[src/rtl/pusch_sample_framer.sv]
// pusch_sample_framer: scale/saturate PUSCH time samples to DAC width, buffer them in a FIFO, and stream them with symbol/slot framing.
// Ports: clk, reset (sync, active-high); in_valid/in_r/in_i/scale_shift carry input samples (no stall);
// out_valid/out_ready/out_r/out_i form the output stream; out_sop/out_eop/out_slot_end/sym_idx give framing;
// fifo_level reports FIFO occupancy, overflow is sticky on a dropped sample, and sat_count counts clipped samples.
// Optional macro SAT_CNT_EN enables the clipped-sample counter; when it is undefined, sat_count is tied to 0.
module pusch_sample_framer #(
  parameter int WIDTH        = 26,
  parameter int OUT_WIDTH    = 16,
  parameter int FIFO_DEPTH   = 16,
  parameter int SYM_LEN      = 2192,
  parameter int SYM_PER_SLOT = 14
) (
  input  logic                          clk,
  input  logic                          reset,
  input  logic                          in_valid,
  input  logic signed [WIDTH-1:0]       in_r,
  input  logic signed [WIDTH-1:0]       in_i,
  input  logic [4:0]                    scale_shift,
  input  logic                          out_ready,
  output logic                          out_valid,
  output logic signed [OUT_WIDTH-1:0]   out_r,
  output logic signed [OUT_WIDTH-1:0]   out_i,
  output logic                          out_sop,
  output logic                          out_eop,
  output logic                          out_slot_end,
  output logic [3:0]                    sym_idx,
  output logic [$clog2(FIFO_DEPTH):0]   fifo_level,
  output logic                          overflow,
  output logic [15:0]                   sat_count
);
  localparam int AW = $clog2(FIFO_DEPTH);
  localparam int CW = $clog2(SYM_LEN);
  localparam logic signed [WIDTH:0] MAXV = (WIDTH+1)'(2**(OUT_WIDTH-1)-1);
  localparam logic signed [WIDTH:0] MINV = -(WIDTH+1)'(2**(OUT_WIDTH-1));
  // Round-half-up then arithmetic shift at WIDTH+1 bits so the rounding add cannot overflow;
  // the MSB of the result flags that the value was clipped.
  function automatic logic [OUT_WIDTH:0] scale(input logic signed [WIDTH-1:0] x, input logic [4:0] sh);
    logic signed [WIDTH:0] xe, rnd, xs;
    xe  = {x[WIDTH-1], x};
    rnd = (sh == 5'd0) ? '0 : (WIDTH+1)'(1) << (sh - 5'd1);
    xs  = (xe + rnd) >>> sh;
    return (xs > MAXV) ? {1'b1, MAXV[OUT_WIDTH-1:0]} :
           (xs < MINV) ? {1'b1, MINV[OUT_WIDTH-1:0]} : {1'b0, xs[OUT_WIDTH-1:0]};
  endfunction
  logic [OUT_WIDTH:0] sc_r, sc_i;
  logic s_valid, s_clip;
  logic [OUT_WIDTH-1:0] s_r, s_i;
  assign sc_r = scale(in_r, scale_shift);
  assign sc_i = scale(in_i, scale_shift);
  always_ff @(posedge clk) begin
    if (reset) begin
      s_valid <= 1'b0;
      s_r     <= '0;
      s_i     <= '0;
      s_clip  <= 1'b0;
    end else begin
      s_valid <= in_valid;
      s_r     <= sc_r[OUT_WIDTH-1:0];
      s_i     <= sc_i[OUT_WIDTH-1:0];
      s_clip  <= sc_r[OUT_WIDTH] | sc_i[OUT_WIDTH];
    end
  end
  logic [2*OUT_WIDTH-1:0] mem [FIFO_DEPTH];
  logic [AW-1:0] wr_ptr, rd_ptr;
  logic full, pop, push, drop;
  logic [CW-1:0] samp_cnt;
  assign full      = fifo_level == (AW+1)'(FIFO_DEPTH);
  assign out_valid = fifo_level != '0;
  assign pop       = out_valid & out_ready;
  // A pop in the same cycle frees the slot, so a full FIFO can still accept.
  assign push      = s_valid & (~full | pop);
  assign drop      = s_valid & full & ~pop;
  // Gating by out_valid keeps the data outputs at 0 after reset without clearing the RAM.
  assign out_r        = out_valid ? mem[rd_ptr][2*OUT_WIDTH-1:OUT_WIDTH] : '0;
  assign out_i        = out_valid ? mem[rd_ptr][OUT_WIDTH-1:0] : '0;
  assign out_sop      = samp_cnt == '0;
  assign out_eop      = samp_cnt == CW'(SYM_LEN-1);
  assign out_slot_end = out_eop & (sym_idx == 4'(SYM_PER_SLOT-1));
  always_ff @(posedge clk) begin
    if (push) mem[wr_ptr] <= {s_r, s_i};
  end
  always_ff @(posedge clk) begin
    if (reset) begin
      wr_ptr     <= '0;
      rd_ptr     <= '0;
      fifo_level <= '0;
      overflow   <= 1'b0;
      samp_cnt   <= '0;
      sym_idx    <= '0;
    end else begin
      wr_ptr     <= wr_ptr + AW'(push);
      rd_ptr     <= rd_ptr + AW'(pop);
      fifo_level <= fifo_level + (AW+1)'(push) - (AW+1)'(pop);
      overflow   <= overflow | drop;
      if (pop) samp_cnt <= out_eop ? '0 : samp_cnt + CW'(1);
      if (pop && out_eop) sym_idx <= (sym_idx == 4'(SYM_PER_SLOT-1)) ? '0 : sym_idx + 4'd1;
    end
  end
`ifdef SAT_CNT_EN
  always_ff @(posedge clk) begin
    if (reset) sat_count <= '0;
    else if (push && s_clip && sat_count != 16'hFFFF) sat_count <= sat_count + 16'd1;
  end
`else
  logic unused_clip;
  assign unused_clip = s_clip;
  assign sat_count   = '0;
`endif
endmodule

[config.mk]
export PLATFORM = sky130hd
export DESIGN_NAME = pusch_sample_framer
export DESIGN_NICKNAME = d
export VERILOG_FILES = /design/src/rtl/pusch_sample_framer.sv
export SDC_FILE = /design/constraint.sdc
export NUM_CORES = 1
export LEC_CHECK = 0
export BUFFER_PORTS_ARGS = -buffer_cell sky130_fd_sc_hd__buf_2
export CAP_MARGIN = 20
export CORE_ASPECT_RATIO = 1.25
export CORE_MARGIN = 3
export CORE_UTILIZATION = 55
export DETAILED_ROUTE_END_ITERATION = 8
export HOLD_SLACK_MARGIN = 0.06
export PLACE_DENSITY_LB_ADDON = 0.2
export SLEW_MARGIN = 20
export SYNTH_ARGS = -nofsm -noshare
export SYNTH_HDL_FRONTEND = slang
export SYNTH_SLANG_ARGS = --single-unit
[constraint.sdc]
create_clock -name clk -period 7.6 [get_ports clk]
set_input_delay 1.52 -clock clk [delete_from_list [all_inputs] [get_ports clk]]
set_output_delay 1.52 -clock clk [all_outputs]
set_load 0.005 [all_outputs]
# Word-level counts from Yosys, hierarchy flattened
# Memories as Yosys holds them, arrays and structs flattened. A register that Yosys moved wholly into a read port is not among the register bits.
# Cells that the tools add are included.
# W data, S select, Z words.
dict set report totals {
  reg_bits 63
  out_inout_bits 62
  ram_bits 512
  n_memories 1
}
# name words width rd rd_clocked_by_memory_dff write_ports line_no
set mem_list {}
lappend mem_list {mem 16 32 1 1 1 63} ;# logic [2*OUT_WIDTH-1:0] mem [FIFO_DEPTH];
dict set report op_classes {
  muxes 12
  bitwise_logic 9
  magnitude_cmp 4
  reduce_logical 6
  shifts 3
  n_eq_ne 3
  addsub 9
}
# cell n
set op_table {}
lappend op_table {{$mux W16} 4}
lappend op_table {{$add A26 B27 Y27} 2}
lappend op_table {{$gt A27 B16 Y1 const B} 2}
lappend op_table {{$lt A27 B16 Y1 const B} 2}
lappend op_table {{$sshr A27 B5 Y27} 2}
lappend op_table {{$mux W15} 2}
lappend op_table {{$mux W27} 1}
lappend op_table {{$shl A1 B5 Y27 const A} 1}
lappend op_table {{$add A12 B1 Y12 const B} 1}
lappend op_table {{$eq A12 B12 Y1 const B} 1}
lappend op_table {{$logic_not A12 Y1} 1}
lappend op_table {{$mux W12} 1}
lappend op_table {{$add A4 B1 Y4} 2}
lappend op_table {{$mux W4} 2}
lappend op_table {{$add A5 B1 Y5} 1}
lappend op_table {{$and A1 B1 Y1} 5}
lappend op_table {{$eq A5 B5 Y1 const B} 1}
lappend op_table {{$logic_not A5 Y1} 1}
lappend op_table {{$reduce_bool A5 Y1} 1}
lappend op_table {{$sub A5 B1 Y5} 1}
lappend op_table {{$sub A5 B1 Y5 const B} 1}
lappend op_table {{$add A4 B1 Y4 const B} 1}
lappend op_table {{$eq A4 B4 Y1 const B} 1}
lappend op_table {{$reduce_or A2 Y1} 2}
lappend op_table {{other kinds (4)} 7}

# Logic depth before layout (Yosys ltp)
# Gate-level depths: netlist of run 1.
dict set report logic_depth {
  depth_word 8
  mapped_depth 25
  mapped_depth_nobuf 18
}

# Worst setup path before layout of run 1
# Ideal clock, no wire load.
dict set report synth_timing {
  kind {input to register}
  startpoint {input port scale_shift[4]}
  endpoint {register s_r[13]}
  arrival_time_ps 6722
  required_time_ps 7470
  setup_time_ps 130
  setup_slack_ps 748
  n_path_buf 7
  cell_stages 23
  cell_sequence {buf_2 buf_6 clkbuf_1 clkbuf_1 clkbuf_1 nor3_1 ha_1 fa_1 a21o_1 a222oi_1 a2bb2oi_2 nor3_1 or3_1 buf_2 a21oi_1 a2111oi_0 a211oi_1 o21ai_0 a2111oi_4 o211ai_1 o311ai_4 buf_6 o22ai_2}
}
dict set report synth_via {
  elab_chain_cells 8
  word_cells_on_any_way 10
  cone_classes {add/sub (2); order compare (2); shift (2); mux (3); reduce/logical (1)}
}
# item line_no
set synth_rtl {}
lappend synth_rtl {{from (decl)} 18} ;# input logic [4:0] scale_shift,
lappend synth_rtl {{$sub A5 B1 Y5} 40} ;# rnd = (sh == 5'd0) ? '0 : (WIDTH+1)'(1) << (sh - 5'd1);
lappend synth_rtl {{$shl A1 B5 Y27} 40}
lappend synth_rtl {{$mux W27} 40}
lappend synth_rtl {{$add A26 B27 Y27} 41} ;# xs = (xe + rnd) >>> sh;
lappend synth_rtl {{$sshr A27 B5 Y27 *} 41}
lappend synth_rtl {{$lt A27 B16 Y1} 43} ;# (xs < MINV) ? {1'b1, MINV[OUT_WIDTH-1:0]} : {1'b0, xs[OUT_WIDTH-1:0]};
lappend synth_rtl {{$mux W16} 43}
lappend synth_rtl {{$mux W15 *} 42} ;# return (xs > MAXV) ? {1'b1, MAXV[OUT_WIDTH-1:0]} :
lappend synth_rtl {{to (signal assigned)} 58} ;# s_r <= sc_r[OUT_WIDTH-1:0];
lappend synth_rtl {{to (decl)} 47} ;# logic [OUT_WIDTH-1:0] s_r, s_i;
# Every way passes the cells marked *; elsewhere a longest branch is shown, timed or not.
# A chain may end at the register's enable or synchronous reset.

# Worst setup path after layout of run 1
dict set report layout_timing {
  startpoint {input port scale_shift[3]}
  endpoint {register s_i[5]}
}
dict set report layout_via {
  elab_chain_cells 8
  word_cells_on_any_way 10
  cone_classes {add/sub (2); order compare (2); shift (2); mux (3); reduce/logical (1)}
}
# item line_no
set layout_rtl {}
lappend layout_rtl {{$sub A5 B1 Y5} 40}
lappend layout_rtl {{$shl A1 B5 Y27} 40}
lappend layout_rtl {{$mux W27} 40}
lappend layout_rtl {{$add A26 B27 Y27} 41}
lappend layout_rtl {{$sshr A27 B5 Y27 *} 41}
lappend layout_rtl {{$lt A27 B16 Y1} 43}
lappend layout_rtl {{$mux W16} 43}
lappend layout_rtl {{$mux W15 *} 42}
lappend layout_rtl {{to (signal assigned)} 59} ;# s_i <= sc_i[OUT_WIDTH-1:0];
lappend layout_rtl {{to (decl)} 47}
# Marked as above.

==> results of run 1 <==
==> logic make-up (layout without fill, tap and decap cells) <==
kind of cell	after synthesis	after routing	share of synthesized area, %
compound gates	562	562	13.0
xor+xnor	72	72	2.09
fa+ha+maj	47	47	1.95
buf+inv	246	325	3.46
flops	575	575	54.0
mux	225	225	14.0
other cells	1	16	0.0122
simple gates	683	683	11.5
==> layout make-up <==
class / count / area (um2)
inverter: 42 / 158
multi-input combinational: 1605 / 13300
fill: 4255 / 21300
clock buffer: 68 / 1380
sequential: 575 / 16600
tap: 735 / 920
clock inverter: 25 / 233
timing repair buffer: 190 / 1170
==> critical path, cell delays in order <==
cell      delay (ns)
buf_2           0.38
buf_4           0.49
nor4b_1         0.70
buf_4           0.24
a31oi_1         0.10
nand3b_1        0.21
a311o_1         0.50
o21ai_0         0.73
a21oi_1         0.29
o32ai_1         0.71
nand2_1         0.18
a221oi_2        0.39
o221a_2         0.25
a31oi_1         0.16
nor2_2          0.36
a221oi_1        0.16
==> state kept, by name (all words and copies together), names as in the netlist <==
name and cells:
mem 512, s_i 16, s_r 16, samp_cnt 12, fifo_level 5, rd_ptr 4
sym_idx 4, wr_ptr 4, overflow 1, s_valid 1
==> layer usage <==
metal  part of all wire [%]  wire (um)  global-route usage (%)
met1                     36      33800                    38.3
met3                    5.9       5450                    2.56
met4                    6.5       6080                    17.3
met2                     51      47500                    55.0
met5                      0          0                       0
==> through the flow <==
| step | power [mW] | area [um2] |
|---|---|---|
| floorplan | 5.06 | 30900 |
| global placement | 5.63 | 32200 |
| detailed placement | 5.66 | 32200 |
| CTS | 8.13 | 33800 |
| global route | 8.40 | 33800 |
| finish | 8.09 | 33800 |
==> path summary, 6_finish.rpt <==
kind / start / end / cells after the start
setup / recovery: scale_shift[3] / s_i[5] / 16
hold / removal: overflow / overflow / 2
setup reg to reg: fifo_level[2] / fifo_level[4] / 15
hold reg to reg: overflow / overflow / 2
==> placed cells by master, fill, tap and decap left out, types with 27 or more instances in the layout <==
cell	n
nor2_1	165
edfxtp_1	512
xnor2_1	47
nand3_1	55
mux2i_1	48
a31oi_1	29
buf_2	106
inv_1	37
o21ai_0	95
a21o_1	27
clkbuf_16	50
nand4_1	27
dfxtp_1	59
mux4_2	165
a211oi_1	43
nor3_1	40
a21oi_1	120
ha_1	40
nand2_1	162
buf_4	83
and2_1	46
==> report_power, final <==
part | internal (mW) | leakage [nW] | total (mW) | switching (mW)
Clock | 1.38 | 0.781 | 2.48 | 1.10
Combinational | 0.923 | 5.43 | 1.90 | 0.978
Sequential | 3.55 | 5.20 | 3.70 | 0.158
==> metrics, run 1 <==
vias in the first global route=22,200; WS Path Type=input pin to register; Post-Place Setup Slack=0.181 ns; RD Place Congestion=1.04; Maximum Capacitance Violations=0; antenna violations before repair=0; DR WL/cell=28.7 um; fin crit share=92.6%; DRC violations left=0; Worst Max-Slew Pin Slew=1.21 ns; # placed instances=3,147; FF-to-FF setup slack=4.85 ns; Setup-failing EPs final=0; Die Y-Extent=271 um; Peak Freq=142 MHz; Starting Density=55.9%; clock insertion delay at the later pin of the skew report=0.58 ns; PortBufs=106; DPL Wire Length=60,700 um; max-slew violation count=0; Die ar.=59,000 um2; synth warn=0; Final WS setup=0.561 ns; largest net degree at the start of global routing=99; Post-CTS Hold Fix Bufs=0; ys flop type=edfxtp_1; post-synthesis average cell area=12.8 um2; Total GRT Usage=31.3%; final WL=92,900 um; Critical Path Start Type=input pin; RSZ-0062 raised after global routing=no; Num CTS Buffers=50; CTS sink count=575; worst path arrival time=7.44 ns; via count=21,900; Layout area overhead=9.67%; Synth cell types=117; Worst-path clk slew=0.07 ns; most numerous cell in the Yosys netlist=edfxtp_1; setup bufs post-CTS=0; Rel. slew slack=19.1%; post-layout min period=7.04 ns; number of synthesized flops with an enable pin=512; Area contributors post-synth=edfxtp_1 50%, mux4_2 12%, dfxtp_1 4.1%; Cells after Synth=2,411; first-pass GRT wire length=139,000 um; clk_skew=0.0308 ns; Resized cells post-CTS=0; mapped cell area=30,800 um2; total core area=55,100 um2; TritonCTS clock tree=yes; drt via density=6.76; Seq/Total Area, Yosys=54.0%; Initial DRT Pass Iterations=6; worst min-delay path class=register to register; gr ovfl total=0; final setup TNS=0 ns; # IOs=123; Post-synth top cells=512 x edfxtp_1, 178 x nor2_1, 165 x mux4_2; area share of the largest cell type after synthesis=49.9%; Setup crit end kind=register; Leak=11.4 nW; Clock Tree Root=clkbuf_16; power per cell area=239 nW/um2; # diodes=0; area leader, netlist=edfxtp_1; CTS H-tree lvls=2; ys async rst share=0%; CP required=8.00 ns; #FFs+latches synth=575; status=finished, final reports clean; post-route core utilization=61.3%; clock buffer depth=3; Layout Nets=2,568; CP max FO=37; DRT antenna net count=0; Hold Fails Final Rpt=0; Final Non-Filler Cells=3,240; worst ir drop on vdd=0.186 mV; fraction of layout cells with a size suffix above 1=20.8%; die extent in x=218 um; Hold WS=0.471 ns; Std-Cell Rows=96; Initial DRC Count=2,246
Power figures use the tool's default switching activity.
==> run 2, diff against run 1 <==
==> constraint.sdc (replaced) <==
create_clock -name clk -period 7.6 [get_ports clk]
set_input_delay 0.76 -clock clk [delete_from_list [all_inputs] [get_ports clk]]
set_output_delay 0.76 -clock clk [all_outputs]
set_load 0.005 [all_outputs]
==> metrics, run 2 (same netlist as run 1, synthesis figures left out) <==
reg2reg path depth=16; first-pass GRT wire length=137,000 um; Worst path depth=17; largest incremental delay on the critical path=0.86 ns; die extent in x=218 um; via count=21,800; commonest non-fill, non-tap cell in the layout=edfxtp_1; DR WL/cell=28.1 um; final setup TNS=0 ns; critical path, cell by cell=buf_2 > or3b_1 > nor2_1 > ha_1 > and2_1 > o21ai_0 > a32oi_1 > o2111ai_1 > a22oi_2 > xnor2_1 > a2111oi_0 > a211oi_1 > a211oi_1 > o221a_2 > a31oi_1 > a2111oi_0 > nor3_1; Total GRT Usage=30.7%; # IOs=123; CP required=8.04 ns; most frequent cells in the layout=512 x edfxtp_1, 166 x nor2_1, 165 x mux4_2; RSZ-0062 raised after global routing=no; fin crit share=81.9%; DPL Wire Length=59,400 um; vias in the first global route=22,000; RD Place Congestion=1.01; drt via density=6.77; Placed Area=32,000 um2; DRC violations left=0; Worst-path clk slew=0.06 ns; Std-Cell Rows=96; FF-to-FF setup slack=4.39 ns; worst r2r dst=fifo_level[4]; Hold Fails Final Rpt=0; Resized cells post-CTS=0; worst path arrival time=6.67 ns; power per cell area=241 nW/um2; TritonCTS clock tree=yes; max-slew violation count=0; Post-CTS Hold Fix Bufs=0; worst setup path startpoint=scale_shift[2]; clock buffer depth=3; Layout area overhead=9.36%; status=finished, final reports clean; WS Path Type=input pin to register; CTS sink count=575; post-route core utilization=61.2%; antenna violations before repair=0; Initial DRT Pass Iterations=7; worst min-delay path class=input pin to register; Clock Tree Root=clkbuf_16; Worst Min Path Start=in_valid; Regs by FF count=mem: 512 flops, s_i: 16 flops, s_r: 16 flops; Top delay family on crit path=compound AO/OA/AOI/OAI gates; Final WS setup=1.37 ns; CTS H-tree lvls=2; Starting Density=55.9%; CP max FO=33; reg-to-reg startpoint=fifo_level[2]; Initial DRC Count=2,534; worst ir drop on vdd=0.188 mV; Maximum Capacitance Violations=0; slowest CP cell=a2111oi_0; fin area=33,700 um2; Filler Cells Inserted=4,231; Post-Place Setup Slack=0.865 ns; total core area=55,100 um2; Num CTS Buffers=51; Peak Freq=161 MHz; Critical Path End=s_i[1]; # placed instances=3,127; Leak=11.4 nW; Final Non-Filler Cells=3,224; clock insertion delay at the later pin of the skew report=0.59 ns; post-layout min period=6.23 ns; final WL=90,500 um; Die Y-Extent=271 um; largest net degree at the start of global routing=100; clk_skew=0.0140 ns; Rel. slew slack=32.3%; setup bufs post-CTS=0; Setup crit end kind=register; fraction of layout cells with a size suffix above 1=20.3%; Layout Nets=2,549; Worst Max-Slew Pin Slew=1.02 ns; DRT antenna net count=0; PortBufs=106; Setup-failing EPs final=0; Die ar.=59,000 um2; Critical path buffers and inverters=1; gr ovfl total=0; Critical Path Start Type=input pin; max reg flops=512; largest register by flop count=mem
[run 2: changes by cell type in the layout (fill, tap and decap cells not counted), sizes merged]
cell | before | now
buf | 190 | 170
inv | 40 | 44
clkbuf | 68 | 69
diode | 0 | 1
clkinv | 22 | 21
clkinvlp | 2 | 1
[run 2: worst min-delay path by stage]
stage,end,depth (start not counted)
6_report,s_valid,2
5_1_grt,s_valid,2
4_1_cts,s_valid,2
3_5_place_dp,overflow,2
3_3_place_gp,overflow,2
2_1_floorplan,overflow,2
[run 2: layout make-up]
type	count	area [um2]	area share (%)
inverters	42	158	0.468
repair buffers	170	1020	3.04
well taps	735	920	2.73
multi-input cells	1605	13300	39.4
diodes	1	2.50	0.00742
clock inverters	27	255	0.757
flip-flops and latches	575	16600	49.4
clock buffers	69	1420	4.20
[run 2: layer usage]
layer  track usage (%)  part of all wire, %
met5                 0                    0
met4              17.1                  6.5
met3              3.17                  6.8
met2              52.8                   50
met1              38.1                   36
[run 2: power by group]
group          switching, mW  leakage (nW)  internal, mW  total [mW]
sequential             0.179          5.20          3.55        3.73
combinational          0.931          5.34         0.917        1.85
clock                   1.11         0.821          1.43        2.54
[run 2: metrics by stage]
step | hold WS [ns] | power (mW)
final | 0.389 | 8.12
after global routing | 0.404 | 8.43
after CTS | 0.363 | 8.17
after detailed placement | 0.455 | 5.64
after global placement | 0.446 | 5.61
after floorplan | 0.455 | 5.06
